`config.mk`:
```
export PLATFORM = sky130hd
export DESIGN_NAME = cla_sub_pipe
export DESIGN_NICKNAME = d
export VERILOG_FILES = /design/src/rtl/cla_sub_pipe.sv
export SDC_FILE = /design/constraint.sdc
export NUM_CORES = 1
export LEC_CHECK = 0
export ABC_CLOCK_PERIOD_IN_PS = 3550
export CAP_MARGIN = 20
export CORE_AREA = 2 2 97 99
export DETAILED_ROUTE_END_ITERATION = 6
export DIE_AREA = 0 0 99 101
export MAX_ROUTING_LAYER = met4
export PLACE_DENSITY = 0.79
export SLEW_MARGIN = 30
export SYNTH_ARGS = -nofsm -noshare
export SYNTH_HDL_FRONTEND = slang
export SYNTH_SLANG_ARGS = --single-unit
```
`constraint.sdc`:
```
create_clock -name clk -period 3.55 [get_ports clk]
set_input_delay 0.355 -clock clk [delete_from_list [all_inputs] [get_ports clk]]
set_output_delay 0.355 -clock clk [all_outputs]
set_load 0.005 [all_outputs]
```
`src/rtl/cla_sub_pipe.sv`:
```
// Two-stage pipelined borrow-lookahead subtractor (diff = a + ~b + ~bin) with valid/ready flow control and flags.
// Define CLA_SUB_SAT_EN to saturate out_diff on signed overflow; otherwise the wrapped difference is emitted.
module cla_sub_pipe #(
  parameter int WIDTH = 32
) (
  input  logic             clk,
  input  logic             rst,
  input  logic             in_valid,
  output logic             in_ready,
  input  logic [WIDTH-1:0] in_a,
  input  logic [WIDTH-1:0] in_b,
  input  logic             in_bin,
  output logic             out_valid,
  input  logic             out_ready,
  output logic [WIDTH-1:0] out_diff,
  output logic             out_borrow,
  output logic             out_zero,
  output logic             out_neg,
  output logic             out_ovf
);

  localparam int H  = WIDTH / 2;
  localparam int NG = H / 4;

  // Half-width adder: 4-bit group P/G, group and bit carries both expanded as lookahead sums of products.
  function automatic logic [H:0] cla_half(input logic [H-1:0] x, input logic [H-1:0] y, input logic cin);
    logic [H-1:0]  p;
    logic [H-1:0]  g;
    logic [H-1:0]  s;
    logic [NG-1:0] gp;
    logic [NG-1:0] gg;
    logic [NG:0]   gc;
    logic          c;
    logic          run;
    p = x ^ y;
    g = x & y;
    for (int k = 0; k < NG; k++) begin
      gp[k] = &p[4*k +: 4];
      gg[k] = g[4*k+3] | (p[4*k+3] & g[4*k+2]) | (p[4*k+3] & p[4*k+2] & g[4*k+1])
            | (p[4*k+3] & p[4*k+2] & p[4*k+1] & g[4*k]);
    end
    gc[0] = cin;
    for (int k = 0; k < NG; k++) begin
      c   = 1'b0;
      run = 1'b1;
      for (int j = k; j >= 0; j--) begin
        c   = c | (run & gg[j]);
        run = run & gp[j];
      end
      gc[k+1] = c | (run & cin);
    end
    for (int k = 0; k < NG; k++) begin
      for (int i = 0; i < 4; i++) begin
        c   = 1'b0;
        run = 1'b1;
        for (int m = i - 1; m >= 0; m--) begin
          c   = c | (run & g[4*k+m]);
          run = run & p[4*k+m];
        end
        c = c | (run & gc[k]);
        s[4*k+i] = p[4*k+i] ^ c;
      end
    end
    return {gc[NG], s};
  endfunction

  logic             s1_valid_q, s1_valid_d;
  logic [H-1:0]     s1_lo_q, s1_lo_d;
  logic             s1_c_q, s1_c_d;
  logic [H-1:0]     s1_ahi_q, s1_ahi_d;
  logic [H-1:0]     s1_nbhi_q, s1_nbhi_d;
  logic             s1_asign_q, s1_asign_d;
  logic             s1_bsign_q, s1_bsign_d;
  logic             out_valid_q, out_valid_d;
  logic [WIDTH-1:0] out_diff_q, out_diff_d;
  logic             out_borrow_q, out_borrow_d;
  logic             out_zero_q, out_zero_d;
  logic             out_neg_q, out_neg_d;
  logic             out_ovf_q, out_ovf_d;

  logic             s1_adv, s2_adv;
  logic [H:0]       lo_sum, hi_sum;
  logic [WIDTH-1:0] raw_diff, fin_diff;
  logic             raw_ovf;

  always_comb begin
    s2_adv = !out_valid_q || out_ready;
    s1_adv = !s1_valid_q || s2_adv;

    lo_sum   = cla_half(in_a[H-1:0], ~in_b[H-1:0], ~in_bin);
    hi_sum   = cla_half(s1_ahi_q, s1_nbhi_q, s1_c_q);
    raw_diff = {hi_sum[H-1:0], s1_lo_q};
    raw_ovf  = (s1_asign_q != s1_bsign_q) && (raw_diff[WIDTH-1] != s1_asign_q);
    fin_diff = raw_diff;
`ifdef CLA_SUB_SAT_EN
    if (raw_ovf) begin
      fin_diff = s1_asign_q ? {1'b1, {(WIDTH-1){1'b0}}} : {1'b0, {(WIDTH-1){1'b1}}};
    end
`endif

    s1_valid_d   = s1_valid_q;
    s1_lo_d      = s1_lo_q;
    s1_c_d       = s1_c_q;
    s1_ahi_d     = s1_ahi_q;
    s1_nbhi_d    = s1_nbhi_q;
    s1_asign_d   = s1_asign_q;
    s1_bsign_d   = s1_bsign_q;
    out_valid_d  = out_valid_q;
    out_diff_d   = out_diff_q;
    out_borrow_d = out_borrow_q;
    out_zero_d   = out_zero_q;
    out_neg_d    = out_neg_q;
    out_ovf_d    = out_ovf_q;

    if (s1_adv) begin
      s1_valid_d = in_valid;
    end
    if (s1_adv && in_valid) begin
      s1_lo_d    = lo_sum[H-1:0];
      s1_c_d     = lo_sum[H];
      s1_ahi_d   = in_a[WIDTH-1:H];
      s1_nbhi_d  = ~in_b[WIDTH-1:H];
      s1_asign_d = in_a[WIDTH-1];
      s1_bsign_d = in_b[WIDTH-1];
    end

    // Output data only moves when a beat actually advances, so held results stay stable.
    if (s2_adv) begin
      out_valid_d = s1_valid_q;
    end
    if (s2_adv && s1_valid_q) begin
      out_diff_d   = fin_diff;
      out_borrow_d = ~hi_sum[H];
      out_zero_d   = (fin_diff == '0);
      out_neg_d    = fin_diff[WIDTH-1];
      out_ovf_d    = raw_ovf;
    end
  end

  always_ff @(posedge clk) begin
    if (rst) begin
      s1_valid_q   <= 1'b0;
      s1_lo_q      <= '0;
      s1_c_q       <= 1'b0;
      s1_ahi_q     <= '0;
      s1_nbhi_q    <= '0;
      s1_asign_q   <= 1'b0;
      s1_bsign_q   <= 1'b0;
      out_valid_q  <= 1'b0;
      out_diff_q   <= '0;
      out_borrow_q <= 1'b0;
      out_zero_q   <= 1'b0;
      out_neg_q    <= 1'b0;
      out_ovf_q    <= 1'b0;
    end else begin
      s1_valid_q   <= s1_valid_d;
      s1_lo_q      <= s1_lo_d;
      s1_c_q       <= s1_c_d;
      s1_ahi_q     <= s1_ahi_d;
      s1_nbhi_q    <= s1_nbhi_d;
      s1_asign_q   <= s1_asign_d;
      s1_bsign_q   <= s1_bsign_d;
      out_valid_q  <= out_valid_d;
      out_diff_q   <= out_diff_d;
      out_borrow_q <= out_borrow_d;
      out_zero_q   <= out_zero_d;
      out_neg_q    <= out_neg_d;
      out_ovf_q    <= out_ovf_d;
    end
  end

  assign in_ready   = s1_adv;
  assign out_valid  = out_valid_q;
  assign out_diff   = out_diff_q;
  assign out_borrow = out_borrow_q;
  assign out_zero   = out_zero_q;
  assign out_neg    = out_neg_q;
  assign out_ovf    = out_ovf_q;

endmodule

```
Word level (Yosys, flattened, before mapping)
Index checks and enable logic that the tools add are counted.
Word-level totals
  register bits: 89
  memories kept: 0
  latch bits: 0
  logic and storage cells: 307
  RAM bits: 0
  ROM bits: 0
Operators by class
  divide/modulo/power cells: 0
  order comparisons: 0
  shift operators: 0
  bitwise logic cells: 276
  multipliers: 0
  mux-type cells: 0
  equal/unequal tests: 2
  reductions and logical operators: 16
  add/subtract/negate cells: 0
Operator list (number)
  AND 1 bit: 144
  OR 1 bit: 92
  AND 16 bit: 2
  logical NOT 32 bit: 1
  NOT 16 bit: 2
  AND reduction 4 bit: 8
  bitwise XOR 1 bit: 32
  bitwise XOR 16 bit: 2
  logical AND 1 bit: 3
  logical NOT 1 bit: 2
  logical OR 1 bit: 2
  != test 1 bit: 2
  NOT 1 bit: 2

Depth between registers and ports, before layout
  depth after elaboration: 14
  depth in mapped cells: 15
  mapped depth without buffers: 15

Least setup slack after synthesis
No wires, ideal clock.
  path type: reg-to-reg
  start: register s1_ahi_q[2]
  end: register out_zero_q (netlist: out_zero)
  period minus slack after synthesis: 3.223 ns
  required time: 3.466 ns
  stages on the path, launching flop included: 14
  slack: 0.327 ns
  path buffers: 0
  arrival time: 3.139 ns
  library setup time: 0.084 ns
  cell sequence: dfxtp_1 > ha_1 > a21o_1 > a21oi_2 > a21oi_2 > or2_2 > fa_1 > or4_1 > nor3_1 > o2111ai_1 > nor3_1 > o21ai_0 > or4_1 > o31ai_2
On the way
  elaborated cells between the ends (all ways): 64
  those cells by class: bitwise: 62; reduce/logical: 2
RTL lines
  start, declared: line 70  | logic [H-1:0] s1_ahi_q, s1_ahi_d;
  start signal, assigned: line 159  | s1_ahi_q <= s1_ahi_d;
  AND 16 bit / bitwise XOR 16 bit (equally long branches): line 36, 35
  AND 1 bit (on tied branches): line 39, 40
  OR 1 bit, or another cell as far along: line 39  | gg[k] = g[4*k+3] | (p[4*k+3] & g[4*k+2]) | (p[4*k+3] & p[4*k+2] & g[4*k+1])
  OR 1 bit / AND 1 bit (equally long branches): line 39, 40
  OR 1 bit: line 40  | | (p[4*k+3] & p[4*k+2] & p[4*k+1] & g[4*k]);
  AND 1 bit: line 47  | c = c | (run & gg[j]);
  OR 1 bit: line 47
  OR 1 bit *: line 50  | gc[k+1] = c | (run & cin);
  bitwise XOR 1 bit *: line 61  | s[4*k+i] = p[4*k+i] ^ c;
  via fin_diff[24]: line 83  | logic [WIDTH-1:0] raw_diff, fin_diff;
  logical NOT 32 bit *: line 134  | out_zero_d = (fin_diff == '0);
  end signal, assigned: line 166  | out_zero_q <= out_zero_d;
  end, declared: line 77  | logic out_zero_q, out_zero_d;
Mark *: on every way through the listed nets, which the timed path passes. The rest lies on a longest branch.
A chain may end at the register's enable or synchronous reset.

Worst setup path in the final report
Ends and elaborated chain as after synthesis.

==> flow_metrics.env <==
export IMPL_grt_antenna_before_repair=0
export IMPL_grt_pass1_vias=4014
export IMPL_diodes=0
export IMPL_cellLeakagePower_nw=2.35
export IMPL_cp_data_required_time_ps=3820
export IMPL_finalCritPeriodShare_pct=96.3
export IMPL_cap_violations=0
export IMPL_skew_ps=5.58
export IMPL_hold_viol_final=0
export IMPL_layout_commonest_cell="nand2_1"
export IMPL_numPortBuffers=106
export IMPL_status="finished clean"
export IMPL_drt_iter0_drc=254
export IMPL_drc=0
export IMPL_wl_per_cell_um=14.7
export IMPL_cp_end_kind="flip-flop"
export IMPL_dpl_hpwl_um=8610
export IMPL_syn_to_final_growth_pct=32.4
export IMPL_routed_wl_um=11200
export IMPL_via_per_inst=5.47
export IMPL_holdCritPathClass="reg2reg"
export IMPL_rsz0062_at_grt="yes"
export IMPL_drv_slew=0
export IMPL_ant_nets=0
export IMPL_crit_chain="ha_4 > a21o_1 > a21oi_2 > a21oi_2 > or2_2 > fa_1 > or4_1 > nor3_1 > o2111ai_1 > nor3_1 > o21ai_1 > or4_1 > o31ai_2"
export IMPL_synthTopCellsByArea="dfxtp_1 (39%), nand2_1 (9.6%), ha_1 (9.1%), a21oi_1 (7.6%), a211oi_1 (4.6%)"
export IMPL_max_slew_worst_pin_slew_ps=858
export IMPL_clockBufferDepth=2
export IMPL_start_util_pct=49.2
export IMPL_place_ws_ps=134
export IMPL_slowest_stage="fa_1"
export IMPL_synth_area_um2=4410
export IMPL_gp_congestion=0.898
export IMPL_worstSetupPathType="reg2reg"
export IMPL_syn_num_nets=653
export IMPL_core_um2=8980
export IMPL_dp_cells=739
export IMPL_yosysUniqueCellTypes=52
export IMPL_synth_main_ff_cell="dfxtp_1"
export IMPL_critPathMaxStageDelay_ps=450
export IMPL_cts_root_buf="clkbuf_8"
export IMPL_grt_use_total_pct=22.9
export IMPL_grt_first_pass_wirelength_um=18100
export IMPL_dieArea_um2=10000
export IMPL_post_synth_top_area_cell="dfxtp_1"
export IMPL_synth_edf_count=0
export IMPL_rows=35
export IMPL_finalNonFillerCells=759
export IMPL_async_flop_share_pct=0
export IMPL_avgSynthCellArea_um2=8.11
export IMPL_overflow=0
export IMPL_power_density_nw_per_um2=390
export IMPL_setup_ws_ps=133
export IMPL_yosys_warnings=0
export IMPL_cts_made_buffers=9
export IMPL_critPathArrivalTime_ps=3690
export IMPL_synth_top_cell_area_share_pct=39.5
export IMPL_fmax_mhz=293
export IMPL_firstDrtPassIters=5
export IMPL_yosys_register_bits=87
export IMPL_cts_sinks=87
export IMPL_nNetsFinal=752
export IMPL_start_kind="flip-flop"
export IMPL_layout_common_cells="nand2_1 (113), clkdlybuf4s50_1 (105), dfxtp_1 (83)"
export IMPL_drive_above_1_share_pct=7.41
export IMPL_htreeDepth=3
export IMPL_worstSkewPairLatency_ps=350
export IMPL_syn_inst=544
export IMPL_ys_seq_area_share_pct=39.5
export IMPL_final_setup_viol_count=0
export IMPL_die_h_um=101
export IMPL_num_vias=4153
export IMPL_clkTransAtPathRegs_ps=80
export IMPL_grt_max_degree=88
export IMPL_ioPinCount=107
export IMPL_cp_max_fo=4
export IMPL_cts_tree="built"
export IMPL_slew_headroom_pct=42.8
export IMPL_dieWidth_um=99
export IMPL_peakVddDrop_mv=0.195
export IMPL_period_minus_slack_ps=3420
[registers in the layout (all words and copies together) (netlist names)]
name,count
out_neg,1
out_zero,1
out_valid,1
s1_ahi_q,15
out_borrow,1
s1_nbhi_q,16
s1_asign_q,1
out_ovf,1
out_diff,31
s1_lo_q,16
s1_c_q,1
s1_bsign_q,1
s1_valid_q,1
[timing repair]
item | 4_1_cts | 5_1_grt
resized for setup | 0 | 11
hold buffers | 0 | 0
buffers inserted | 0 | 4
endpoints found under the hold margin | 0 | 0
endpoints found under the setup margin | 0 | 1
[metal layers]
metal	global-route usage [%]	vias to the layer above	wire [um]
li1	-	2060	-
met1	29.1	1945	5000
met2	38.0	134	5410
met3	3.81	14	617
met4	5.80	0	139
met5	-	-	0
[cells in the mapped netlist, types with 3 or more instances]
cell type and number:
nand2_1 113, dfxtp_1 87, a21oi_1 67, nor2_1 51
ha_1 32, a211oi_1 27, inv_1 27, clkbuf_1 26
nor3_1 13, xnor2_1 9, fa_1 8, xor2_1 7
o21ai_0 5, o21ai_1 5, or3_1 5, a21o_1 4
nand4_1 4, nor2b_1 4, a21oi_2 3, a31oi_1 3
nand2b_1 3
[worst max-delay path, delay by kind of cell, from the launching register on]
kind	cells	cell delay (ps)
simple gates	5	1460
compound gates	6	840
fa+ha+maj	2	700
flops	1	340
[through the flow]
stage               util [%]  area (um^2)  setup TNS, ps  hold slack, ps  total power, mW
finish                  65.1         5840              0             459             2.28
global route            65.1         5840          -72.9             477             2.40
CTS                     64.2         5760              0             462             2.28
detailed placement      62.0         5570              0             450             1.60
global placement        62.0         5570              0             440             1.58
floorplan                  -         4410              0             440             1.39
[area by class of cell]
type | count | area [um^2]
Clock buffer | 13 | 149
Multi-Input combinational cell | 402 | 2520
Inverter | 27 | 101
Fill cell | 748 | 3130
Sequential cell | 87 | 1750
Tap cell | 111 | 139
Clock inverter | 3 | 42.5
Timing Repair Buffer | 116 | 1140
[kinds of logic after synthesis]
group	after synthesis	synth area share, %
buffers and inverters	55	4.76
xor gates and xnor gates	16	3.17
DFF	87	39.5
muxes	1	0.227
and+or+nand+nor	213	20.8
adders and majority gates	40	12.7
AOI/OAI and AO/OA	132	18.9
[final timing paths]
kind,slack [ps],depth (start not counted),start,to
min reg2reg,460,2,out_diff[12],out_diff[12]
min,460,2,out_diff[12],out_diff[12]
max,130,13,s1_ahi_q[2],out_zero
max reg2reg,130,13,s1_ahi_q[2],out_zero
[power breakdown]
part	leakage [nW]	internal, mW	switching, mW
sequential	0.717	1.04	0.0503
clock	0.0936	0.345	0.337
combinational	1.54	0.255	0.250
total	2.35	1.64	0.637
Power figures use the tool's default switching activity.
